`config.mk`:
```
export PLATFORM = sky130hd
export DESIGN_NAME = regfile_access_ctrl
export DESIGN_NICKNAME = d
export VERILOG_FILES = /design/src/rtl/regfile_access_ctrl.sv
export SDC_FILE = /design/constraint.sdc
export NUM_CORES = 1
export LEC_CHECK = 0
export CORE_UTILIZATION = 41
export DETAILED_ROUTE_END_ITERATION = 12
export PLACE_DENSITY = 0.86
export SYNTH_ARGS = -nofsm -noshare
export SYNTH_HDL_FRONTEND = slang
export SYNTH_SLANG_ARGS = --single-unit
```
`constraint.sdc`:
```
create_clock -name clk -period 5.7 [get_ports clk]
set_input_delay 1.14 -clock clk [delete_from_list [all_inputs] [get_ports clk]]
set_output_delay 1.14 -clock clk [all_outputs]
set_load 0.01 [all_outputs]
```
`src/rtl/regfile_access_ctrl.sv`:
```
// Operand-fetch controller for a 16x32 negedge-write / posedge-read register file.
// Scoreboards pending destinations to stall RAW/WAW hazards and hands operands to execute.
module regfile_access_ctrl #(
  parameter int unsigned DATA_W = 32,
  parameter int unsigned ADDR_W = 4
) (
  input  logic                     clk,
  input  logic                     rst,
  input  logic                     req_valid,
  output logic                     req_ready,
  input  logic [ADDR_W-1:0]        req_rs1,
  input  logic [ADDR_W-1:0]        req_rs2,
  input  logic [ADDR_W-1:0]        req_rd,
  input  logic                     req_wb,
  output logic                     op_valid,
  input  logic                     op_ready,
  output logic [DATA_W-1:0]        op_a,
  output logic [DATA_W-1:0]        op_b,
  output logic [ADDR_W-1:0]        op_rd,
  output logic                     op_wb,
  input  logic                     wb_valid,
  input  logic [ADDR_W-1:0]        wb_rd,
  input  logic [DATA_W-1:0]        wb_data,
  output logic                     rf_rd_allow,
  output logic [ADDR_W-1:0]        rf_Rs1,
  output logic [ADDR_W-1:0]        rf_Rs2,
  output logic                     rf_wr_allow,
  output logic [ADDR_W-1:0]        rf_Rd,
  output logic [DATA_W-1:0]        rf_DI,
  input  logic [DATA_W-1:0]        rf_D1,
  input  logic [DATA_W-1:0]        rf_D2,
  output logic [(1<<ADDR_W)-1:0]   pending,
  output logic                     wb_err
);

  localparam int unsigned NumRegs = 1 << ADDR_W;
  localparam logic [NumRegs-1:0] OneBit = {{(NumRegs-1){1'b0}}, 1'b1};

  typedef enum logic [1:0] {StIdle, StCapt, StOut} state_e;

  state_e state_q, state_d;

  logic [NumRegs-1:0] pending_q, pending_d;
  logic               wb_err_q, wb_err_d;
  logic               op_valid_q, op_valid_d;
  logic [DATA_W-1:0]  op_a_q, op_a_d, op_b_q, op_b_d;
  logic [ADDR_W-1:0]  op_rd_q, op_rd_d;
  logic               op_wb_q, op_wb_d;

  logic [NumRegs-1:0] clr, set, pend_eff;
  logic               hazard, accept;

  // A same-cycle writeback lands on negedge before the posedge read, so it clears the hazard.
  assign clr      = wb_valid ? (OneBit << wb_rd) : '0;
  assign pend_eff = pending_q & ~clr;
  assign hazard   = pend_eff[req_rs1] | pend_eff[req_rs2] | (req_wb & pend_eff[req_rd]);
  assign accept   = req_valid & req_ready;
  assign set      = (accept & req_wb) ? (OneBit << req_rd) : '0;

  assign rf_wr_allow = wb_valid & ~rst;
  assign rf_Rd       = wb_rd;
  assign rf_DI       = wb_data;
  assign rf_Rs1      = req_rs1;
  assign rf_Rs2      = req_rs2;

  assign pending  = pending_q;
  assign wb_err   = wb_err_q;
  assign op_valid = op_valid_q;
  assign op_a     = op_a_q;
  assign op_b     = op_b_q;
  assign op_rd    = op_rd_q;
  assign op_wb    = op_wb_q;

  always_ff @(posedge clk) begin
    if (rst) begin
      state_q <= StIdle;
    end else begin
      state_q <= state_d;
    end
  end

  always_comb begin
    state_d = state_q;
    unique case (state_q)
      StIdle:  if (accept) state_d = StCapt;
      StCapt:  state_d = StOut;
      StOut:   if (op_ready) state_d = StIdle;
      default: state_d = StIdle;
    endcase
  end

  always_comb begin
    req_ready   = 1'b0;
    rf_rd_allow = 1'b0;
    if (!rst && state_q == StIdle) begin
      req_ready   = ~hazard;
      rf_rd_allow = req_valid & ~hazard;
    end
  end

  always_comb begin
    pending_d  = (pending_q & ~clr) | set;
    wb_err_d   = wb_err_q | (wb_valid & ~pending_q[wb_rd]);
    op_valid_d = op_valid_q;
    op_a_d     = op_a_q;
    op_b_d     = op_b_q;
    op_rd_d    = op_rd_q;
    op_wb_d    = op_wb_q;
    if (accept) begin
      op_rd_d = req_rd;
      op_wb_d = req_wb;
    end
    if (state_q == StCapt) begin
      op_a_d     = rf_D1;
      op_b_d     = rf_D2;
      op_valid_d = 1'b1;
    end
    if (state_q == StOut && op_ready) begin
      op_valid_d = 1'b0;
    end
  end

  always_ff @(posedge clk) begin
    if (rst) begin
      pending_q  <= '0;
      wb_err_q   <= 1'b0;
      op_valid_q <= 1'b0;
      op_a_q     <= '0;
      op_b_q     <= '0;
      op_rd_q    <= '0;
      op_wb_q    <= 1'b0;
    end else begin
      pending_q  <= pending_d;
      wb_err_q   <= wb_err_d;
      op_valid_q <= op_valid_d;
      op_a_q     <= op_a_d;
      op_b_q     <= op_b_d;
      op_rd_q    <= op_rd_d;
      op_wb_q    <= op_wb_d;
    end
  end

endmodule

```
After elaboration in Yosys (flattened, before gate mapping) --
Cells that the tools add are included. Widths: inputs -> output; s select.
Word-level totals: bits in registers 89, output and inout port bits 134, input bits 118, word-level logic and storage cells 54
Operators by class: reduce and logical (&&, ||, !) cells 6, equal/unequal tests 4, shift operators 2, order comparisons 4, multiplexer cells 15, bitwise gates (word level) 15
Operators by type and width (number):
- $mux 16 | 2
- $shl 1x4->16 const A | 2
- $lt 4x5->1 const B | 4
- $and 16x16->16 | 1
- $bmux 1 s4 | 4
- $not 16->16 | 1
- $or 16x16->16 | 1
- $and 1x1->1 | 6
- $mux 1 | 6
- $pmux 2 s3 | 1
- $mux 2 | 2
- $ne 2x2->1 const B | 2
- $not 1->1 | 3
- $or 1x1->1 | 3
- $eq 2x1->1 const B | 1
- $eq 2x2->1 const B | 1
- $logic_and 1x1->1 | 2
- $logic_not 2->1 | 1
- $reduce_and 2->1 | 1
- $reduce_or 2->1 | 1
- $logic_not 1->1 | 1

Depth between registers and ports, before layout --
Gate-level depths: netlist of the first run.
word-level depth 14, depth in mapped cells 10, depth with buffers taken out 7

Least setup slack after synthesis of the first run --
OpenSTA, ideal clock, no wires.
path kind in2out, start input wb_rd[0], end output rf_rd_allow, data arrival time 2.945 ns, data required time 4.560 ns, cell stages on the path 9, path buffers 2, setup slack 1.615 ns, cell sequence buf_4 nand2b_4 o41ai_1 mux4_2 o22ai_1 nor4_4 nand4_4 buf_6 inv_1
Between the ends: word-level cells in the longest chain between the ends 11, elaborated cells between the ends (all ways) 16, classes of those cells shift: 1; mux: 8; bitwise: 7
RTL lines:
- start: declaration | line 22 | input logic [ADDR_W-1:0] wb_rd,
- $shl 1x4->16 (*) | line 54 | assign clr = wb_valid ? (OneBit << wb_rd) : '0;
- $mux 16 (*) | line 54
- $not 16->16 (*) | line 55 | assign pend_eff = pending_q & ~clr;
- $and 16x16->16 (*) | line 55
- $bmux 1 s4 | line 56 | assign hazard = pend_eff[req_rs1] | pend_eff[req_rs2] | (req_wb & pend_eff[req_rd]);
- $mux 1 (not written as such) | line 56
- $or 1x1->1 / $and 1x1->1 (equally long branches) | line 56
- $or 1x1->1 (*) | line 56
- $not 1->1 (*) | line 97 | rf_rd_allow = req_valid & ~hazard;
- $and 1x1->1 (*) | line 97
- $mux 1 (*) | line 95 | if (!rst && state_q == StIdle) begin
- end: declaration | line 24 | output logic rf_rd_allow,
Mark *: on every way between the ends. The rest lies on a longest branch, timed or not. The select of a mux whose other input is x is not followed.

Worst setup path in the final report of the first run --
start input wb_rd[1], end output req_ready
Between the ends: word-level cells in the longest chain between the ends 10, elaborated cells between the ends (all ways) 15, classes of those cells shift: 1; mux: 8; bitwise: 6
RTL lines:
- $shl 1x4->16 (*) | line 54
- $mux 16 (*) | line 54
- $not 16->16 (*) | line 55
- $and 16x16->16 (*) | line 55
- $bmux 1 s4 | line 56
- $mux 1 (not written as such) | line 56
- $or 1x1->1 / $and 1x1->1 (equally long branches) | line 56
- $or 1x1->1 (*) | line 56
- $not 1->1 (*) | line 96 | req_ready = ~hazard;
- $mux 1 (*) | line 95
- end: declaration | line 10 | output logic req_ready,
Marked as above.

==> impl_metrics.ini, run 1 <==
[worst_setup_path]
end_kind = primary output
ff2ff_path_depth = 7
critPathKind = input port to primary output
cp-start-kind = input port
reg2reg_from = pending[14]
crit_path_max_fanout = 14
crit_arrival_ns = 4.35
r2r_end = op_rd[0]
r2r_slack_ns = 3.30
worst_ep_required_time_ns = 4.56

[status]
status = finished, final reports clean

[min_path]
min_to = op_a[20]
hold_path.class = flop to flop
hold_depth = 2
hp-start = op_a[20]

[detailed_routing]
drt_iter0_drc = 399
firstDrtPassIters = 5
via_per_inst = 5.47
vias = 4314
wl_mm = 13.4
ant_nets = 0
wl_per_cell_um = 17.0
route.detailed.drc = 0

[timing]
finalSetupTns_ns = 0
setup_viol = 0
drv_slew = 0
hold_violations = 0
tightestPinTransition_ns = 0.908
finalCritPeriodShare_pct = 96.2
finClkSkew_ns = 0.0113
clock.fmax_ghz = 0.182
rsz0062_at_grt = false
relSlewSlack_pct = 39.4
period_minus_slack_ns = 5.49

[clock_network]
cts_tree = done
htreeDepth = 3
cts-root-buf = clkbuf_8
cts_hold_repair.buffers = 0
post-cts-setup-buffers = 0
postCtsResizedCells = 0
path_clk_slew_ns = 0.09
clock-sinks = 89
cts-buffers-inserted = 9
cts_max_path_buffers = 2
clock_latency_ns = 0.35

[synth]
synth_cell_types = 57
synth_fp_nets = 641
synth_ff_type = dfxtp_1
synth-simple-area-share_pct = 20.6
ys_top_cells_by_area = dfxtp_1, nand2_1, a21oi_1
ys_seq_elements = 89
synthCells = 523
synth_area_leader_cell = dfxtp_1
synth_xor_area_share_pct = 0.201
synth_edf_count = 0
synth_area_per_cell_um2 = 8.32
async_flop_share_pct = 0
ys_warn_count = 0
synth-compound-area-share_pct = 19.1
muxShareOfSynthArea_pct = 6.59
ys_seq_area_share_pct = 41.0
syn-cell-area_mm2 = 0.00435
synth-adder-area-share_pct = 0
yosysTopAreaCellShare_pct = 41.0
synth_top_family_by_area = simple AND/OR/NAND/NOR gates

[floorplan]
start_util_pct = 42.1
io_pins = 252
die-area_mm2 = 0.0110
rows = 37
die_w_um = 105
die_h_um = 105
core-area_mm2 = 0.0103

[place]
portBuffers = 187
dp_hpwl_mm = 9.74
gp_congestion = 0.904
placed_cells = 772

[global_routing]
grt_pass1_vias = 4007
grt_max_degree = 91
antenna_found_initial = 0
grt_overflow_total = 0
track_usage_pct = 23.7
grt_pass1_wl_mm = 20.7

[final_layout]
nFillCells = 874
drive_above_1_share_pct = 7.67
nets = 765
final_util_pct = 59.8
diodes = 0
finalNonFillerCells = 788
area_delta_synth_final_pct = 41.8

[pwr]
p_leak_nw = 2.10
worst_ir_drop_vdd_mv = 0.120
power_density_mw_per_mm2 = 230

[job]
maxCapViolCount = 0
==> layer usage <==
metal  routed length [um]  track usage, %
met2                 6490            39.8
met3                 1250            6.05
met4                  412            10.7
met1                 5210            28.3
met5                    0               0
==> flip-flops by register name, summed over array words and instances, names as in the netlist <==
register / flops
op_wb: 1
op_b: 32
op_valid: 1
op_a: 32
state_q: 2
op_rd: 4
wb_err: 1
pending: 16
==> Yosys cell counts, types with 2 or more instances <==
cell      count
nand4_1       2
dfxtp_1      89
nand2_1     150
buf_6         4
o311ai_0      5
mux2_2        3
mux2i_1       5
o21ai_1       4
o32ai_1      15
mux4_2        9
buf_1         6
buf_4        46
a311o_1       2
clkbuf_1     24
nand3_1       2
o22ai_1       4
nor2_1        9
inv_1         9
o21ai_0       5
o31ai_1       4
a21oi_1      69
o211ai_1      5
nand2b_1      8
o221ai_1      2
or3_1         2
nor2b_1       8
or2_2         2
==> worst max-delay path by stage <==
stage | endpoint | cells after the start | from | slack, ns
final | req_ready | 8 | wb_rd[1] | 0.21
after global routing | req_ready | 8 | wb_rd[1] | 0.12
after CTS | req_ready | 8 | wb_rd[1] | 0.27
after detailed placement | req_ready | 8 | wb_rd[1] | 0.37
after global placement | req_ready | 8 | wb_rd[1] | 0.40
after floorplan | rf_rd_allow | 9 | wb_rd[0] | 1.62
==> area by class of cell <==
cell class | count | area, um2 | area share (%)
clock buffer | 11 | 141 | 2.29
sequential | 89 | 1780 | 28.9
multi-input combinational | 343 | 2030 | 32.9
tap | 136 | 170 | 2.76
inverter | 10 | 37.5 | 0.608
timing repair buffer | 194 | 1920 | 31.1
clock inverter | 5 | 87.6 | 1.42
==> kinds of logic (layout without fill, tap and decap cells) <==
family	after synthesis	after routing
muxes	17	17
xor gates and xnor gates	1	1
and+or+nand+nor	197	197
buffers and inverters	91	220
DFF	89	89
AOI/OAI and AO/OA	128	128
==> metrics by stage <==
stage | power (mW) | worst slack, ns | instance area, um2 | hold slack [ns]
5_1_grt | 1.47 | 0.120 | 6170 | 0.469
2_1_floorplan | 0.815 | 1.62 | 4350 | 0.481
6_report | 1.42 | 0.215 | 6170 | 0.456
4_1_cts | 1.43 | 0.273 | 6170 | 0.459
3_3_place_gp | 0.927 | 0.402 | 5940 | 0.441
3_5_place_dp | 0.932 | 0.374 | 5940 | 0.446
==> cells in the final DEF (no fill, tap or decap), types with 2 or more instances in the layout <==
cell type        instances
o211ai_1                 5
mux4_2                   9
o21ai_0                  5
a21oi_1                 69
clkbuf_8                10
o311ai_0                 5
nor2b_1                  7
mux2i_1                  5
or3_1                    2
clkdlybuf4s50_1        186
a311o_1                  2
buf_4                    7
nand3_1                  2
dfxtp_1                 89
o32ai_1                 15
nor2_1                   9
or2_2                    2
nand2b_1                 7
o21ai_1                  4
mux2_2                   3
o31ai_1                  4
o221ai_1                 2
o22ai_1                  4
nand4_1                  2
bufinv_16                2
nand2_1                150
inv_1                    9
==> critical path, cell delays in order <==
cell and delay [ns]:
clkdlybuf4s50_1 0.86, nand2_1 0.25, o31ai_1 0.52, mux4_2 0.37, nor2_1 0.07, nor4_4 0.37
and3_1 0.22, clkdlybuf4s50_1 0.53
==> power breakdown <==
part / internal [mW] / switching (mW) / leakage (nW)
clock network: 0.263 / 0.235 / 0.112
registers: 0.647 / 0.0141 / 0.722
logic: 0.137 / 0.121 / 1.27
Power figures use the tool's default switching activity.
==> run 2, diff against run 1 <==
Settings changed: GPL_TIMING_DRIVEN from default to 0.
==> run 2 against run 1 <==
Net effect:
- cell count grew 13%
- combinational power grew 22%
- worst setup slack lost 0.035 ns
==> impl_metrics.ini, run 2 (synthesized netlist as in run 1, its figures left out) <==
[clock_network]
cts_tree = done
path_clk_slew_ns = 0.08
clock-sinks = 89
cts_max_path_buffers = 2
cts-root-buf = clkbuf_8
post-cts-setup-buffers = 0
htreeDepth = 3
clock_latency_ns = 0.35
cts-buffers-inserted = 9

[worst_setup_path]
reg2reg_from = pending[12]
r2r_slack_ns = 3.48
critPathKind = input port to primary output
end_kind = primary output
path_buf_inv = 5
cp_top_family = buffers and inverters
cp.depth = 11
startpoint = wb_rd[3]
crit_arrival_ns = 4.38
cp_slowest_cell = clkdlybuf4s50_1
path_common_cell = clkdlybuf4s50_1
ff2ff_path_depth = 6
cp-start-kind = input port
crit_path_max_fanout = 10
cp_cell_sequence = clkdlybuf4s50_1 -> buf_4 -> nand2_1 -> o31ai_1 -> mux4_2 -> nor2_1 -> nor4_4 -> nand4_4 -> buf_6 -> inv_1 -> clkdlybuf4s50_1
worst_ep_required_time_ns = 4.56
critPathMaxStageDelay_ns = 0.56

[place]
gp_congestion = 0.959
placed_cells = 872
placed_area_mm2 = 0.00665
dp_hpwl_mm = 11.0
portBuffers = 213

[min_path]
hold_depth = 2
hold_path.class = flop to flop
hp-start = op_b[22]

[global_routing]
grt_max_degree = 18
antenna_found_initial = 0
grtUsageMet3_pct = 5.61
grt_pass1_wl_mm = 22.1
grt.met2_usage_pct = 43.0
track_usage_pct = 24.6
busiest_layer = met2
grt_overflow_total = 0
grt_use_met1_pct = 30.0
grt_pass1_vias = 4434

[detailed_routing]
wl_mm = 14.0
drt_iter0_drc = 340
ant_nets = 0
vias = 4662
wl_per_cell_um = 15.8
via_per_inst = 5.25
route.detailed.drc = 0
firstDrtPassIters = 5

[floorplan]
start_util_pct = 42.1
die-area_mm2 = 0.0110
core-area_mm2 = 0.0103
io_pins = 252
die_w_um = 105
die_h_um = 105
rows = 37

[timing]
finClkSkew_ns = 0.0117
period_minus_slack_ns = 5.52
tightestPinTransition_ns = 0.620
drv_slew = 0
relSlewSlack_pct = 58.3
finalSetupTns_ns = 0
hold_violations = 0
rsz0062_at_grt = false
finalCritPeriodShare_pct = 96.8
clock.fmax_ghz = 0.181
setup_viol = 0

[final_layout]
final_common_cell = clkdlybuf4s50_1
final_cell_mix = clkdlybuf4s50_1, nand2_1, dfxtp_1, a21oi_1, buf_4
nFillCells = 843
final_area_mm2 = 0.00687
diodes = 0
finalNonFillerCells = 888
nets = 865
area_delta_synth_final_pct = 57.9
drive_above_1_share_pct = 12.4

[pwr]
power_density_mw_per_mm2 = 209
power_mw = 1.43
worst_ir_drop_vdd_mv = 0.139
p_leak_nw = 2.45

[job]
maxCapViolCount = 0

[status]
status = finished, final reports clean
[run 2: final timing paths]
kind                 end
min reg2reg     op_b[22]
min             op_b[22]
max          rf_rd_allow
max reg2reg        op_wb
[run 2: worst reg2reg max path, cell delays in order (launching register included)]
cell and delay (ns):
dfxtp_1 0.47, o21ai_1 0.21, mux4_2 0.49, o21ai_0 0.38
nor4_4 0.09, nand4_4 0.15, mux2_2 0.35
[run 2: per-stage QoR]
step                      hold slack [ns]  setup WS, ns  util (%)
final                               0.457         0.180      66.5
after CTS                           0.459         0.109      66.5
after global placement              0.442        0.0404      64.4
after detailed placement            0.445         0.123      64.4
after global routing                0.480       0.00667      66.5
after floorplan                     0.481          1.62         -
[run 2: area by class of cell]
type / instances / area (um2) / area share, %
timing repair buffer: 213 / 2130 / 31.0
tap: 136 / 170 / 2.48
buffer: 81 / 508 / 7.40
multi-input combinational: 343 / 2030 / 29.6
sequential: 89 / 1780 / 25.9
clock inverter: 7 / 85.1 / 1.24
clock buffer: 9 / 124 / 1.80
inverter: 10 / 37.5 / 0.546
[run 2: what timing repair did]
item / 4_1_cts / 5_1_grt
hold buffers: 0 / 0
gates resized for setup: 0 / 1
setup endpoints to repair: 0 / 1
[run 2: power by group]
part | switching [mW] | total [mW] | internal [mW]
Clock | 0.245 | 0.458 | 0.213
Sequential | 0.0140 | 0.661 | 0.647
Combinational | 0.137 | 0.314 | 0.177
Total | 0.396 | 1.43 | 1.04
[run 2: layer usage]
metal	part of all wire, %	vias up	wire length [um]
li1	-	2223	-
met1	40	2155	5640
met2	50	256	7040
met3	7.5	28	1050
met4	2.2	0	306
met5	0	-	0
